## config.mk

```make
export PLATFORM = sky130hd
export DESIGN_NAME = bullet_fire_controller_flat
export DESIGN_NICKNAME = d
export VERILOG_FILES = /design/src/rtl/bullet_fire_controller_if.sv /design/src/rtl/bullet_fire_controller.sv /design/src/flat_wrapper.sv
export SDC_FILE = /design/constraint.sdc
export NUM_CORES = 1
export LEC_CHECK = 0
export BUFFER_PORTS_ARGS = -buffer_cell sky130_fd_sc_hd__buf_2
export CAP_MARGIN = 20
export CELL_PAD_IN_SITES_DETAIL_PLACEMENT = 1
export CELL_PAD_IN_SITES_GLOBAL_PLACEMENT = 2
export CORE_MARGIN = 5
export CORE_UTILIZATION = 27
export DETAILED_ROUTE_END_ITERATION = 10
export PLACE_DENSITY_LB_ADDON = 0.1
export REMOVE_ABC_BUFFERS = 1
export SKIP_CTS_REPAIR_TIMING = 1
export SLEW_MARGIN = 5
export SYNTH_ARGS = -nofsm -noshare
export SYNTH_HDL_FRONTEND = slang
export SYNTH_SLANG_ARGS = --single-unit
```

## constraint.sdc

```tcl
create_clock -name frameClk -period 4.2 [get_ports frameClk]
set_input_delay 0.21 -clock frameClk [delete_from_list [all_inputs] [get_ports frameClk]]
set_output_delay 0.21 -clock frameClk [all_outputs]
set_load 0.005 [all_outputs]
```

## src/rtl/bullet_fire_controller_if.sv

```systemverilog
// rtl/bullet_fire_controller_if.sv - shared direction type and controller/entity signal bundle
//
// bullet_fire_pkg : DIRECTION type shared with tank and bullet entity logic.
// bullet_fire_controller_if : every non-clock signal of one bullet slot.
//   master : tank/input logic and bullet entity side (drives the inputs)
//   slave  : bullet_fire_controller side (drives spawn/bounce/kill controls)

package bullet_fire_pkg;
  typedef enum logic [1:0] {
    UP    = 2'd0,
    DOWN  = 2'd1,
    LEFT  = 2'd2,
    RIGHT = 2'd3
  } direction_t;
endpackage

interface bullet_fire_controller_if;
  import bullet_fire_pkg::*;

  // shooter / target / entity inputs
  logic        fireBtn;
  direction_t  tankDir;
  logic [31:0] tankPosX;
  logic [31:0] tankPosY;
  logic [31:0] targetPosX;
  logic [31:0] targetPosY;
  logic        bulletExists;
  logic [31:0] bulletPosX;
  logic [31:0] bulletPosY;

  // entity controls and status
  logic        sigSpawn;
  logic        sigBounce;
  logic        sigKill;
  direction_t  bulletStartDir;
  logic [31:0] bulletStartX;
  logic [31:0] bulletStartY;
  logic [7:0]  bulletStep;
  logic [7:0]  bulletLife;
  logic        hitTarget;
  logic        ready;

  modport master (
    output fireBtn, tankDir, tankPosX, tankPosY, targetPosX, targetPosY,
           bulletExists, bulletPosX, bulletPosY,
    input  sigSpawn, sigBounce, sigKill, bulletStartDir, bulletStartX,
           bulletStartY, bulletStep, bulletLife, hitTarget, ready
  );

  modport slave (
    input  fireBtn, tankDir, tankPosX, tankPosY, targetPosX, targetPosY,
           bulletExists, bulletPosX, bulletPosY,
    output sigSpawn, sigBounce, sigKill, bulletStartDir, bulletStartX,
           bulletStartY, bulletStep, bulletLife, hitTarget, ready
  );
endinterface

```

## src/rtl/bullet_fire_controller.sv

```systemverilog
// rtl/bullet_fire_controller.sv - per-slot bullet spawn/bounce/kill sequencer
//
// Ports:
//   frameClk : frame clock (one edge per video frame)
//   reset    : synchronous active-high reset
//   bus      : bullet_fire_controller_if.slave
//              inputs  fireBtn, tankDir, tankPos*, targetPos*, bulletExists, bulletPos*
//              outputs sigSpawn, sigBounce, sigKill, bulletStart*, bulletStep,
//                      bulletLife, hitTarget, ready

module bullet_fire_controller
  import bullet_fire_pkg::*;
#(
  parameter int ARENA_MIN_X     = 0,
  parameter int ARENA_MAX_X     = 639,
  parameter int ARENA_MIN_Y     = 0,
  parameter int ARENA_MAX_Y     = 479,
  parameter int MUZZLE_OFFSET   = 16,
  parameter int HIT_RADIUS      = 8,
  parameter int BULLET_STEP     = 4,
  parameter int BULLET_LIFE     = 3,
  parameter int COOLDOWN_FRAMES = 30,
  parameter int BOUNCE_GUARD    = 2
) (
  input logic                     frameClk,
  input logic                     reset,
  bullet_fire_controller_if.slave bus
);

  localparam logic [2:0] IDLE     = 3'd0;
  localparam logic [2:0] SPAWN    = 3'd1;
  localparam logic [2:0] ARM      = 3'd2;
  localparam logic [2:0] FLIGHT   = 3'd3;
  localparam logic [2:0] COOLDOWN = 3'd4;

  localparam int GW = (BOUNCE_GUARD > 0) ? $clog2(BOUNCE_GUARD + 1) : 1;
  localparam int CW = (COOLDOWN_FRAMES > 0) ? $clog2(COOLDOWN_FRAMES + 1) : 1;

  localparam logic [31:0]        MUZZLE  = 32'(MUZZLE_OFFSET);
  localparam logic signed [32:0] HIT_LIM = 33'(HIT_RADIUS);

  logic [2:0]    state;
  logic          fire_q;
  logic          arm_cnt;
  logic [GW-1:0] guard_cnt;
  logic [CW-1:0] cool_cnt;

  logic          spawn_q;
  logic          bounce_q;
  logic          kill_q;
  logic          hit_q;
  logic          ready_q;
  direction_t    start_dir;
  logic [31:0]   start_x;
  logic [31:0]   start_y;

  logic                fire_edge;
  logic signed [32:0]  dx;
  logic signed [32:0]  dy;
  logic signed [31:0]  bx;
  logic signed [31:0]  by;
  logic                target_hit;
  logic                wall_hit;

  assign fire_edge = bus.fireBtn & ~fire_q;

  // Sign-extend to 33 bits so the subtraction cannot overflow.
  assign dx = $signed({bus.bulletPosX[31], bus.bulletPosX})
            - $signed({bus.targetPosX[31], bus.targetPosX});
  assign dy = $signed({bus.bulletPosY[31], bus.bulletPosY})
            - $signed({bus.targetPosY[31], bus.targetPosY});

  assign target_hit = (dx < HIT_LIM) && (dx > -HIT_LIM) &&
                      (dy < HIT_LIM) && (dy > -HIT_LIM);

  assign bx = $signed(bus.bulletPosX);
  assign by = $signed(bus.bulletPosY);

  assign wall_hit = (bx <= ARENA_MIN_X) || (bx >= ARENA_MAX_X) ||
                    (by <= ARENA_MIN_Y) || (by >= ARENA_MAX_Y);

  always_ff @(posedge frameClk) begin
    if (reset) begin
      state     <= IDLE;
      fire_q    <= 1'b0;
      arm_cnt   <= 1'b0;
      guard_cnt <= '0;
      cool_cnt  <= '0;
      spawn_q   <= 1'b0;
      bounce_q  <= 1'b0;
      kill_q    <= 1'b0;
      hit_q     <= 1'b0;
      ready_q   <= 1'b1;
      start_dir <= RIGHT;
      start_x   <= '0;
      start_y   <= '0;
    end else begin
      // fire_q tracks the button in every state, so a press held through
      // flight and cooldown never looks like a fresh edge back in IDLE.
      fire_q   <= bus.fireBtn;
      spawn_q  <= 1'b0;
      bounce_q <= 1'b0;
      kill_q   <= 1'b0;
      hit_q    <= 1'b0;

      // Pulses and ready are registered against the state being entered,
      // so they are visible during the frame that state occupies.
      case (state)
        IDLE: begin
          if (fire_edge) begin
            start_dir <= bus.tankDir;
            start_x   <= bus.tankPosX;
            start_y   <= bus.tankPosY;
            case (bus.tankDir)
              UP:      start_y <= bus.tankPosY - MUZZLE;
              DOWN:    start_y <= bus.tankPosY + MUZZLE;
              LEFT:    start_x <= bus.tankPosX - MUZZLE;
              default: start_x <= bus.tankPosX + MUZZLE;
            endcase
            state   <= SPAWN;
            spawn_q <= 1'b1;
            ready_q <= 1'b0;
          end
        end

        SPAWN: begin
          state   <= ARM;
          arm_cnt <= 1'b0;
        end

        ARM: begin
          if (bus.bulletExists) begin
            state     <= FLIGHT;
            guard_cnt <= '0;
          end else if (arm_cnt) begin
            // Entity never came up after two frames: treat as a spent bullet.
            state    <= COOLDOWN;
            cool_cnt <= CW'(COOLDOWN_FRAMES);
          end else begin
            arm_cnt <= 1'b1;
          end
        end

        FLIGHT: begin
          if (!bus.bulletExists) begin
            state    <= COOLDOWN;
            cool_cnt <= CW'(COOLDOWN_FRAMES);
          end else if (target_hit) begin
            kill_q   <= 1'b1;
            hit_q    <= 1'b1;
            state    <= COOLDOWN;
            cool_cnt <= CW'(COOLDOWN_FRAMES);
          end else if (wall_hit && guard_cnt == '0) begin
            bounce_q  <= 1'b1;
            guard_cnt <= GW'(BOUNCE_GUARD);
          end else if (guard_cnt != '0) begin
            // The entity keeps moving outward on the bounce frame, so the
            // bullet is still past the wall for a couple of frames.
            guard_cnt <= guard_cnt - GW'(1);
          end
        end

        COOLDOWN: begin
          if (cool_cnt == '0) begin
            state   <= IDLE;
            ready_q <= 1'b1;
          end else begin
            cool_cnt <= cool_cnt - CW'(1);
          end
        end

        default: begin
          state   <= IDLE;
          ready_q <= 1'b1;
        end
      endcase
    end
  end

  assign bus.sigSpawn       = spawn_q;
  assign bus.sigBounce      = bounce_q;
  assign bus.sigKill        = kill_q;
  assign bus.hitTarget      = hit_q;
  assign bus.ready          = ready_q;
  assign bus.bulletStartDir = start_dir;
  assign bus.bulletStartX   = start_x;
  assign bus.bulletStartY   = start_y;
  assign bus.bulletStep     = 8'(BULLET_STEP);
  assign bus.bulletLife     = 8'(BULLET_LIFE);

endmodule

```

## src/flat_wrapper.sv

```systemverilog
// flat-port wrapper written by rule: the top's interface ports become plain ports
module bullet_fire_controller_flat import bullet_fire_pkg::*;
#(
  parameter int ARENA_MIN_X     = 0,
  parameter int ARENA_MAX_X     = 639,
  parameter int ARENA_MIN_Y     = 0,
  parameter int ARENA_MAX_Y     = 479,
  parameter int MUZZLE_OFFSET   = 16,
  parameter int HIT_RADIUS      = 8,
  parameter int BULLET_STEP     = 4,
  parameter int BULLET_LIFE     = 3,
  parameter int COOLDOWN_FRAMES = 30,
  parameter int BOUNCE_GUARD    = 2
)
  (frameClk, reset, bus_fireBtn, bus_tankDir, bus_tankPosX, bus_tankPosY, bus_targetPosX, bus_targetPosY, bus_bulletExists, bus_bulletPosX, bus_bulletPosY, bus_sigSpawn, bus_sigBounce, bus_sigKill, bus_bulletStartDir, bus_bulletStartX, bus_bulletStartY, bus_bulletStep, bus_bulletLife, bus_hitTarget, bus_ready);
  bullet_fire_controller_if bus_i ();
  input logic frameClk;
  input logic reset;
  input wire logic [$bits(bus_i.fireBtn)-1:0] bus_fireBtn;
  input wire logic [$bits(bus_i.tankDir)-1:0] bus_tankDir;
  input wire logic [$bits(bus_i.tankPosX)-1:0] bus_tankPosX;
  input wire logic [$bits(bus_i.tankPosY)-1:0] bus_tankPosY;
  input wire logic [$bits(bus_i.targetPosX)-1:0] bus_targetPosX;
  input wire logic [$bits(bus_i.targetPosY)-1:0] bus_targetPosY;
  input wire logic [$bits(bus_i.bulletExists)-1:0] bus_bulletExists;
  input wire logic [$bits(bus_i.bulletPosX)-1:0] bus_bulletPosX;
  input wire logic [$bits(bus_i.bulletPosY)-1:0] bus_bulletPosY;
  output wire logic [$bits(bus_i.sigSpawn)-1:0] bus_sigSpawn;
  output wire logic [$bits(bus_i.sigBounce)-1:0] bus_sigBounce;
  output wire logic [$bits(bus_i.sigKill)-1:0] bus_sigKill;
  output wire logic [$bits(bus_i.bulletStartDir)-1:0] bus_bulletStartDir;
  output wire logic [$bits(bus_i.bulletStartX)-1:0] bus_bulletStartX;
  output wire logic [$bits(bus_i.bulletStartY)-1:0] bus_bulletStartY;
  output wire logic [$bits(bus_i.bulletStep)-1:0] bus_bulletStep;
  output wire logic [$bits(bus_i.bulletLife)-1:0] bus_bulletLife;
  output wire logic [$bits(bus_i.hitTarget)-1:0] bus_hitTarget;
  output wire logic [$bits(bus_i.ready)-1:0] bus_ready;
  assign bus_i.fireBtn = bus_fireBtn;
  assign bus_i.tankDir = bus_tankDir;
  assign bus_i.tankPosX = bus_tankPosX;
  assign bus_i.tankPosY = bus_tankPosY;
  assign bus_i.targetPosX = bus_targetPosX;
  assign bus_i.targetPosY = bus_targetPosY;
  assign bus_i.bulletExists = bus_bulletExists;
  assign bus_i.bulletPosX = bus_bulletPosX;
  assign bus_i.bulletPosY = bus_bulletPosY;
  assign bus_sigSpawn = bus_i.sigSpawn;
  assign bus_sigBounce = bus_i.sigBounce;
  assign bus_sigKill = bus_i.sigKill;
  assign bus_bulletStartDir = bus_i.bulletStartDir;
  assign bus_bulletStartX = bus_i.bulletStartX;
  assign bus_bulletStartY = bus_i.bulletStartY;
  assign bus_bulletStep = bus_i.bulletStep;
  assign bus_bulletLife = bus_i.bulletLife;
  assign bus_hitTarget = bus_i.hitTarget;
  assign bus_ready = bus_i.ready;
  bullet_fire_controller #(.ARENA_MIN_X(ARENA_MIN_X), .ARENA_MAX_X(ARENA_MAX_X), .ARENA_MIN_Y(ARENA_MIN_Y), .ARENA_MAX_Y(ARENA_MAX_Y), .MUZZLE_OFFSET(MUZZLE_OFFSET), .HIT_RADIUS(HIT_RADIUS), .BULLET_STEP(BULLET_STEP), .BULLET_LIFE(BULLET_LIFE), .COOLDOWN_FRAMES(COOLDOWN_FRAMES), .BOUNCE_GUARD(BOUNCE_GUARD)) u_core (.frameClk(frameClk), .reset(reset), .bus(bus_i));
endmodule
```

==> impl_metrics.py, run 1 <==
metrics = {
    "route": {
        "via_per_inst": 4.99,
        "vias": 11400,
        "ant_nets": 0,
        "drc_errors": 0,
        "drtIter0Drc": 329,
        "drt-pass1-iter-count": 4,
        "wire_per_inst_um": 17.0,
        "routed_wl_mm": 39.1,
    },
    "synth": {
        "synthFlopType": "dfxtp_1",
        "ys_top_cells_by_area": "dfxtp_1 16%, ha_1 14%, a21oi_1 6.3%, xnor2_1 4.6%, nor2_1 4.5%",
        "postSynthCellCount": 1438,
        "async_flop_share_pct": 0,
        "synthTopCellsByCount": "131 x a21oi_1, 125 x nor2_1, 123 x nand2_1, 119 x ha_1, 107 x inv_1",
        "synth.avg_cell_area_um2": 7.19,
        "synthDistinctLibCells": 74,
        "yosysWarnings": 0,
        "synth_edf_count": 0,
        "synth_top_area_cell": "dfxtp_1",
        "synth-seq-area-share_pct": 15.9,
        "synth.cell_area_um2": 10300,
        "yosys.cell_count.top_type": "a21oi_1",
        "yosys.area.top_type_share_pct": 15.9,
        "synth_seq_cells": 82,
    },
    "worst_hold_path": {
        "whs_path_depth": 3,
        "min_path_type": "primary input to flop",
    },
    "sta": {
        "finalSetupViolCount": 0,
        "slew_headroom_pct": 38.8,
        "final_hold_viol_count": 0,
        "hold_ws_ns": 0.0908,
        "slew_viol_final": 0,
        "fin_crit_ns": 4.07,
        "period_share_pct": 96.9,
        "tightest_slew_ns": 0.918,
        "fmax_mhz": 246,
        "fin_ws_ns": 0.132,
        "skew_ns": 0.00340,
    },
    "grt": {
        "first_global_vias": 11900,
        "grt_pass1_wl_mm": 61.9,
        "grt_max_degree": 85,
        "antenna_found_initial": 8,
        "grt_usage_pct": 17.9,
        "grt-ovfl-total": 0,
    },
    "worst_setup_path": {
        "end_kind": "flop",
        "path_buf_inv": 2,
        "cp_cell_sequence": "buf_2 -> inv_2 -> ha_4 -> fa_2 -> nand2b_4 -> a21oi_2 -> o21a_1 -> xor2_2 -> or4_1 -> or4b_1 -> or4_4 -> nor4_4 -> nand4_1 -> or3_4 -> a22o_4 -> and4b_1 -> or3_1",
        "critPathRequiredTime_ns": 4.44,
        "critical_path_class": "primary input to flop",
        "cp_slowest_cell": "or4_1",
        "critPathMaxFanout": 4,
        "r2r_cells": 5,
        "cpPeakStageDelay_ns": 0.50,
        "path_delay_family": "simple AND/OR/NAND/NOR gates",
        "crit_arrival_ns": 4.31,
        "cp_num_cells": 17,
        "critPathLaunchType": "primary input",
    },
    "placed_design": {
        "dpl_cell_area_um2": 12900,
        "dpl.hpwl_mm": 32.7,
        "io_buffers": 268,
        "place_inst": 2272,
        "dpl_worst_slack_ns": -0.382,
        "gp_congestion": 0.828,
    },
    "finish": {
        "design_area_um2": 13300,
        "area_delta_synth_final_pct": 28.9,
        "fin_cells": 2292,
        "nets": 2096,
        "final_layout_size_suffix_gt1_share_pct": 24.0,
    },
    "floorplan": {
        "initial_utilization_pct": 27.4,
        "die_w_um": 206,
        "die-area_um2": 42300,
        "core_um2": 37800,
        "io_pins": 285,
        "row_count": 71,
        "die_height_um": 206,
    },
    "power": {
        "p_leak_nw": 6.29,
        "power.total_mw": 4.17,
        "power_density_nw_per_um2": 313,
        "peakVddDrop_mv": 0.153,
    },
    "clocking": {
        "ctsRootBufferMaster": "clkbuf_16",
        "cts-buffers-inserted": 9,
        "cts_tree": "done",
        "clock-sinks": 82,
        "clk_pin_slew_ns": 0.07,
        "htreeDepth": 3,
        "clockBufferDepth": 2,
        "insertion_delay_ns": 0.35,
    },
    "run": {
        "maxCapViolations": 0,
    },
    "run_status": {
        "status": "finished clean",
    },
}
-- metal layers --
metal | global-route usage (%) | wire, um
met2 | 31.7 | 18800
met4 | 3.68 | 500
met1 | 22.9 | 18200
met5 | 0 | 74
met3 | 2.96 | 1490
-- placed cells by master, fill, tap and decap left out, drive strengths merged, types with 21 or more instances in the layout --
| master | n |
|---|---|
| nor2b | 22 |
| ha | 119 |
| a21oi | 131 |
| nand2 | 123 |
| nor4 | 25 |
| nor2 | 125 |
| a211oi | 37 |
| xnor2 | 54 |
| inv | 108 |
| nand4 | 21 |
| o211ai | 30 |
| nor3 | 41 |
| nand3 | 39 |
| buf | 380 |
| and3 | 23 |
| a21o | 33 |
| dfxtp | 82 |
| nand2b | 25 |
| xor2 | 36 |
| o21ai | 81 |
-- worst reg2reg max path, cell delays in order, from the launching register on --
cell and delay [ns]:
dfxtp_1 0.46, nor3_1 0.31, and2_4 0.80, buf_4 0.38, nand3_1 0.11, a31oi_1 0.18
-- power by group --
group	leakage (nW)	total, mW	switching, mW	internal [mW]
logic	5.47	2.19	1.23	0.951
registers	0.674	1.11	0.134	0.980
clock network	0.144	0.866	0.370	0.496
-- state kept, by name, summed over array words and instances (netlist names) --
signal / count
u_core.bus.sigKill: 1
u_core.guard_cnt: 2
u_core.state: 3
u_core.cool_cnt: 5
u_core.bus.bulletStartX: 32
u_core.arm_cnt: 1
u_core.fire_q: 1
u_core.bus.bulletStartDir: 2
u_core.bus.sigSpawn: 1
u_core.bus.bulletStartY: 32
u_core.bus.sigBounce: 1
u_core.bus.ready: 1
-- stage by stage --
stage	setup TNS (ns)	util, %
6_report	0	35.3
5_1_grt	-0.557	35.3
4_1_cts	-0.0000866	34.9
3_5_place_dp	-3.45	34.1
3_3_place_gp	-2.87	34.1
2_1_floorplan	-0.117	-
-- layout make-up --
type | instances | area [um^2]
Clock buffer | 11 | 253
Inverter | 107 | 402
Multi-Input combinational cell | 1195 | 8120
Tap cell | 511 | 639
Clock inverter | 5 | 61.3
Timing Repair Buffer | 380 | 2200
Antenna cell | 1 | 2.50
Fill cell | 4811 | 24400
Sequential cell | 82 | 1640
-- path summary, 6_finish.rpt --
kind / from / to / slack [ns]
min: bus_tankPosY[0] / u_core.bus.bulletStartY[0] / 0.09
max reg2reg: u_core.state[0] / u_core.bus.bulletStartX[26] / 1.90
max: bus_bulletPosX[0] / u_core.guard_cnt[0] / 0.13
min reg2reg: u_core.bus.bulletStartX[3] / u_core.bus.bulletStartX[3] / 0.45
-- kinds of logic after synthesis --
logic type,count (synthesis),share of synthesized area [%]
buf+inv,175,7.13
flops,82,15.9
mux,19,1.85
fa+ha+maj,123,15.2
compound gates,443,28.0
simple gates,504,24.2
xor+xnor,90,7.62
other cells,2,0.0726
Power figures use the tool's default switching activity.
==> inputs of run 2 (changes only) <==
--- a/config.mk
+++ b/config.mk
@@ -5,12 +5,14 @@
 export SDC_FILE = /design/constraint.sdc
 export NUM_CORES = 1
 export LEC_CHECK = 0
+export ABC_AREA = 1
 export BUFFER_PORTS_ARGS = -buffer_cell sky130_fd_sc_hd__buf_2
 export CAP_MARGIN = 20
 export CELL_PAD_IN_SITES_DETAIL_PLACEMENT = 1
 export CELL_PAD_IN_SITES_GLOBAL_PLACEMENT = 2
 export CORE_MARGIN = 5
-export CORE_UTILIZATION = 27
+export CORE_UTILIZATION = 25
+export CTS_CLUSTER_DIAMETER = 30
 export DETAILED_ROUTE_END_ITERATION = 10
 export PLACE_DENSITY_LB_ADDON = 0.1
 export REMOVE_ABC_BUFFERS = 1
==> run 2 against run 1 <==
- die area increased by 30%
- routed wire length increased by 39%
- non-clock buffer count decreased by 103
- sequential share of layout area decreased by 1.3 points
- critical path depth increased by 1
- final area increased by 12%
- via count increased by 31%
- global-route usage increased by 1.3 points
- clock skew increased by 0.0085 ns
- hold slack got worse by 0.028 ns
- critical path type unchanged
==> impl_metrics.py, run 2 <==
metrics = {
    "grt": {
        "grt_pass1_wl_mm": 83.6,
        "grt_max_degree": 62,
        "antenna_found_initial": 9,
        "grt-ovfl-total": 0,
        "first_global_vias": 15400,
        "grt_usage_pct": 19.2,
    },
    "synth": {
        "synth.avg_cell_area_um2": 5.50,
        "synth_seq_cells": 82,
        "yosys.area.top_type_share_pct": 22.3,
        "synth.cell_area_um2": 12600,
        "synth-seq-area-share_pct": 13.0,
        "yosysWarnings": 0,
        "synthTopCellsByCount": "749 x nand2_1, 383 x inv_1, 219 x nor2_1, 171 x a21oi_1, 139 x nand3_1",
        "synthFlopType": "dfxtp_1",
        "synth_top_area_cell": "nand2_1",
        "ys_top_cells_by_area": "nand2_1 22%, dfxtp_1 13%, ha_1 12%, inv_1 11%, a21oi_1 6.8%",
        "postSynthCellCount": 2289,
        "synthDistinctLibCells": 55,
        "synth_edf_count": 0,
        "yosys.cell_count.top_type": "nand2_1",
        "async_flop_share_pct": 0,
    },
    "clocking": {
        "cts_tree": "done",
        "cts-buffers-inserted": 9,
        "clockBufferDepth": 2,
        "insertion_delay_ns": 0.36,
        "clock-sinks": 82,
        "clk_pin_slew_ns": 0.08,
        "ctsRootBufferMaster": "clkbuf_16",
        "htreeDepth": 3,
    },
    "worst_setup_path": {
        "timing.rr.start": "u_core.state[0]",
        "critical_path_class": "primary input to flop",
        "critPathRequiredTime_ns": 4.48,
        "critPathMaxFanout": 18,
        "ff2ff_setup_slack_ns": 1.27,
        "worstReg2RegEnd": "u_core.bus.bulletStartX[11]",
        "crit_arrival_ns": 3.58,
        "r2r_cells": 9,
        "critPathLaunchType": "primary input",
        "end_kind": "flop",
    },
    "worst_hold_path": {
        "min_path_type": "primary input to flop",
        "hp-start": "bus_fireBtn",
        "whs_path_depth": 3,
        "min_to": "u_core.fire_q",
    },
    "floorplan": {
        "die_w_um": 234,
        "io_pins": 285,
        "die-area_um2": 54900,
        "core_um2": 50000,
        "initial_utilization_pct": 25.2,
        "row_count": 82,
        "die_height_um": 234,
    },
    "sta": {
        "tns_ns": 0,
        "slew_headroom_pct": 41.4,
        "slew_viol_final": 0,
        "finalSetupViolCount": 0,
        "fin_crit_ns": 3.31,
        "period_share_pct": 78.7,
        "tightest_slew_ns": 0.878,
        "fmax_mhz": 302,
        "skew_ns": 0.0119,
        "fin_ws_ns": 0.894,
        "final_hold_viol_count": 0,
        "rsz0062_at_grt": "false",
    },
    "finish": {
        "mostFrequentLayoutCells": "748 x nand2_1, 383 x inv_1, 268 x buf_2",
        "layout_commonest_cell": "nand2_1",
        "multi_input_area_um2": 9260,
        "nets": 2863,
        "design_area_um2": 14900,
        "regArea_um2": 1640,
        "final_layout_size_suffix_gt1_share_pct": 14.1,
        "nFillCells": 6853,
        "area_delta_synth_final_pct": 18.7,
    },
    "run_status": {
        "status": "finished clean",
    },
    "route": {
        "drtIter0Drc": 451,
        "wire_per_inst_um": 16.9,
        "routed_wl_mm": 54.4,
        "vias": 15000,
        "drc_errors": 0,
        "drt-pass1-iter-count": 4,
        "ant_nets": 0,
        "via_per_inst": 4.66,
    },
    "placed_design": {
        "io_buffers": 268,
        "dpl_worst_slack_ns": 0.513,
        "dpl_cell_area_um2": 14600,
        "gp_congestion": 0.862,
        "dpl.hpwl_mm": 46.9,
    },
    "power": {
        "p_leak_nw": 8.26,
        "peakVddDrop_mv": 0.163,
        "power_density_nw_per_um2": 297,
        "power.total_mw": 4.44,
    },
    "run": {
        "maxCapViolations": 0,
    },
}
-- run 2: cell types whose count changed after synthesis, moves of 25 or more --
cell	delta
nand2_1	+626
xnor2_1	-34
a211oi_1	-33
nand2b_1	-25
inv_1	+276
a21oi_1	+40
nand3_1	+100
nor2_1	+94
-- run 2: critical path, stage by stage --
cell      delay (ns)
buf_2           0.09
clkinv_1        0.27
nand2_1         0.46
buf_4           0.34
ha_1            0.34
nand2_1         0.15
inv_1           0.05
a21oi_1         0.13
nand3_1         0.17
a21oi_1         0.29
inv_1           0.08
a21oi_1         0.29
o21ai_0         0.18
nand2_1         0.10
inv_1           0.03
o21ai_0         0.14
o211ai_1        0.10
a21oi_1         0.16
-- run 2: logic make-up (layout without fill, tap and decap cells) --
family,after synthesis,in the layout,share of synthesized area [%]
compound gates,341,341,15.8
xor+xnor,36,36,2.51
fa+ha+maj,123,123,12.5
buf+inv,447,691,13.9
flops,82,82,13.0
other cells,2,18,0.0597
simple gates,1258,1258,42.3
-- run 2: final cells by class --
cell class	count	share of cell area, %
multi-input combinational	1774	62.0
sequential	82	11.0
inverter	398	10.0
timing repair buffer	277	9.43
tap	672	5.63
clock buffer	12	1.72
clock inverter	4	0.226
antenna	2	0.0335
-- run 2: power by group --
part | switching [mW] | internal (mW)
sequential | 0.111 | 0.965
combinational | 1.63 | 0.901
clock | 0.389 | 0.440
-- run 2: worst max path at each step --
stage / startpoint / end / slack, ns / depth (start not counted)
detailed placement: bus_tankDir[1] / u_core.bus.bulletStartY[26] / 0.51 / 18
CTS: bus_tankDir[1] / u_core.bus.bulletStartY[26] / 0.88 / 18
floorplan: bus_tankDir[1] / u_core.bus.bulletStartX[26] / 0.04 / 19
finish: bus_tankDir[1] / u_core.bus.bulletStartY[26] / 0.89 / 18
global route: bus_tankDir[1] / u_core.bus.bulletStartX[26] / 0.57 / 20
global placement: bus_tankDir[1] / u_core.bus.bulletStartY[26] / 0.57 / 18
-- run 2: routing by layer --
layer  vias to the layer above  global-route usage (%)  wire length, um
met4                        14                    2.72              407
met5                         -                       0               83
met1                      6969                    24.6            25300
met2                       200                    34.5            26400
met3                        35                    3.40             2240
li1                       7806                       -                -
-- run 2: stage by stage --
stage / cells / util [%] / hold WS (ns)
detailed placement: 3203 / 29.3 / 0.439
CTS: 3219 / 29.9 / 0.0409
floorplan: 2254 / - / 0.272
global placement: 3203 / 29.3 / 0.438
finish: 3221 / 29.9 / 0.0627
global route: 3219 / 29.9 / 0.0848
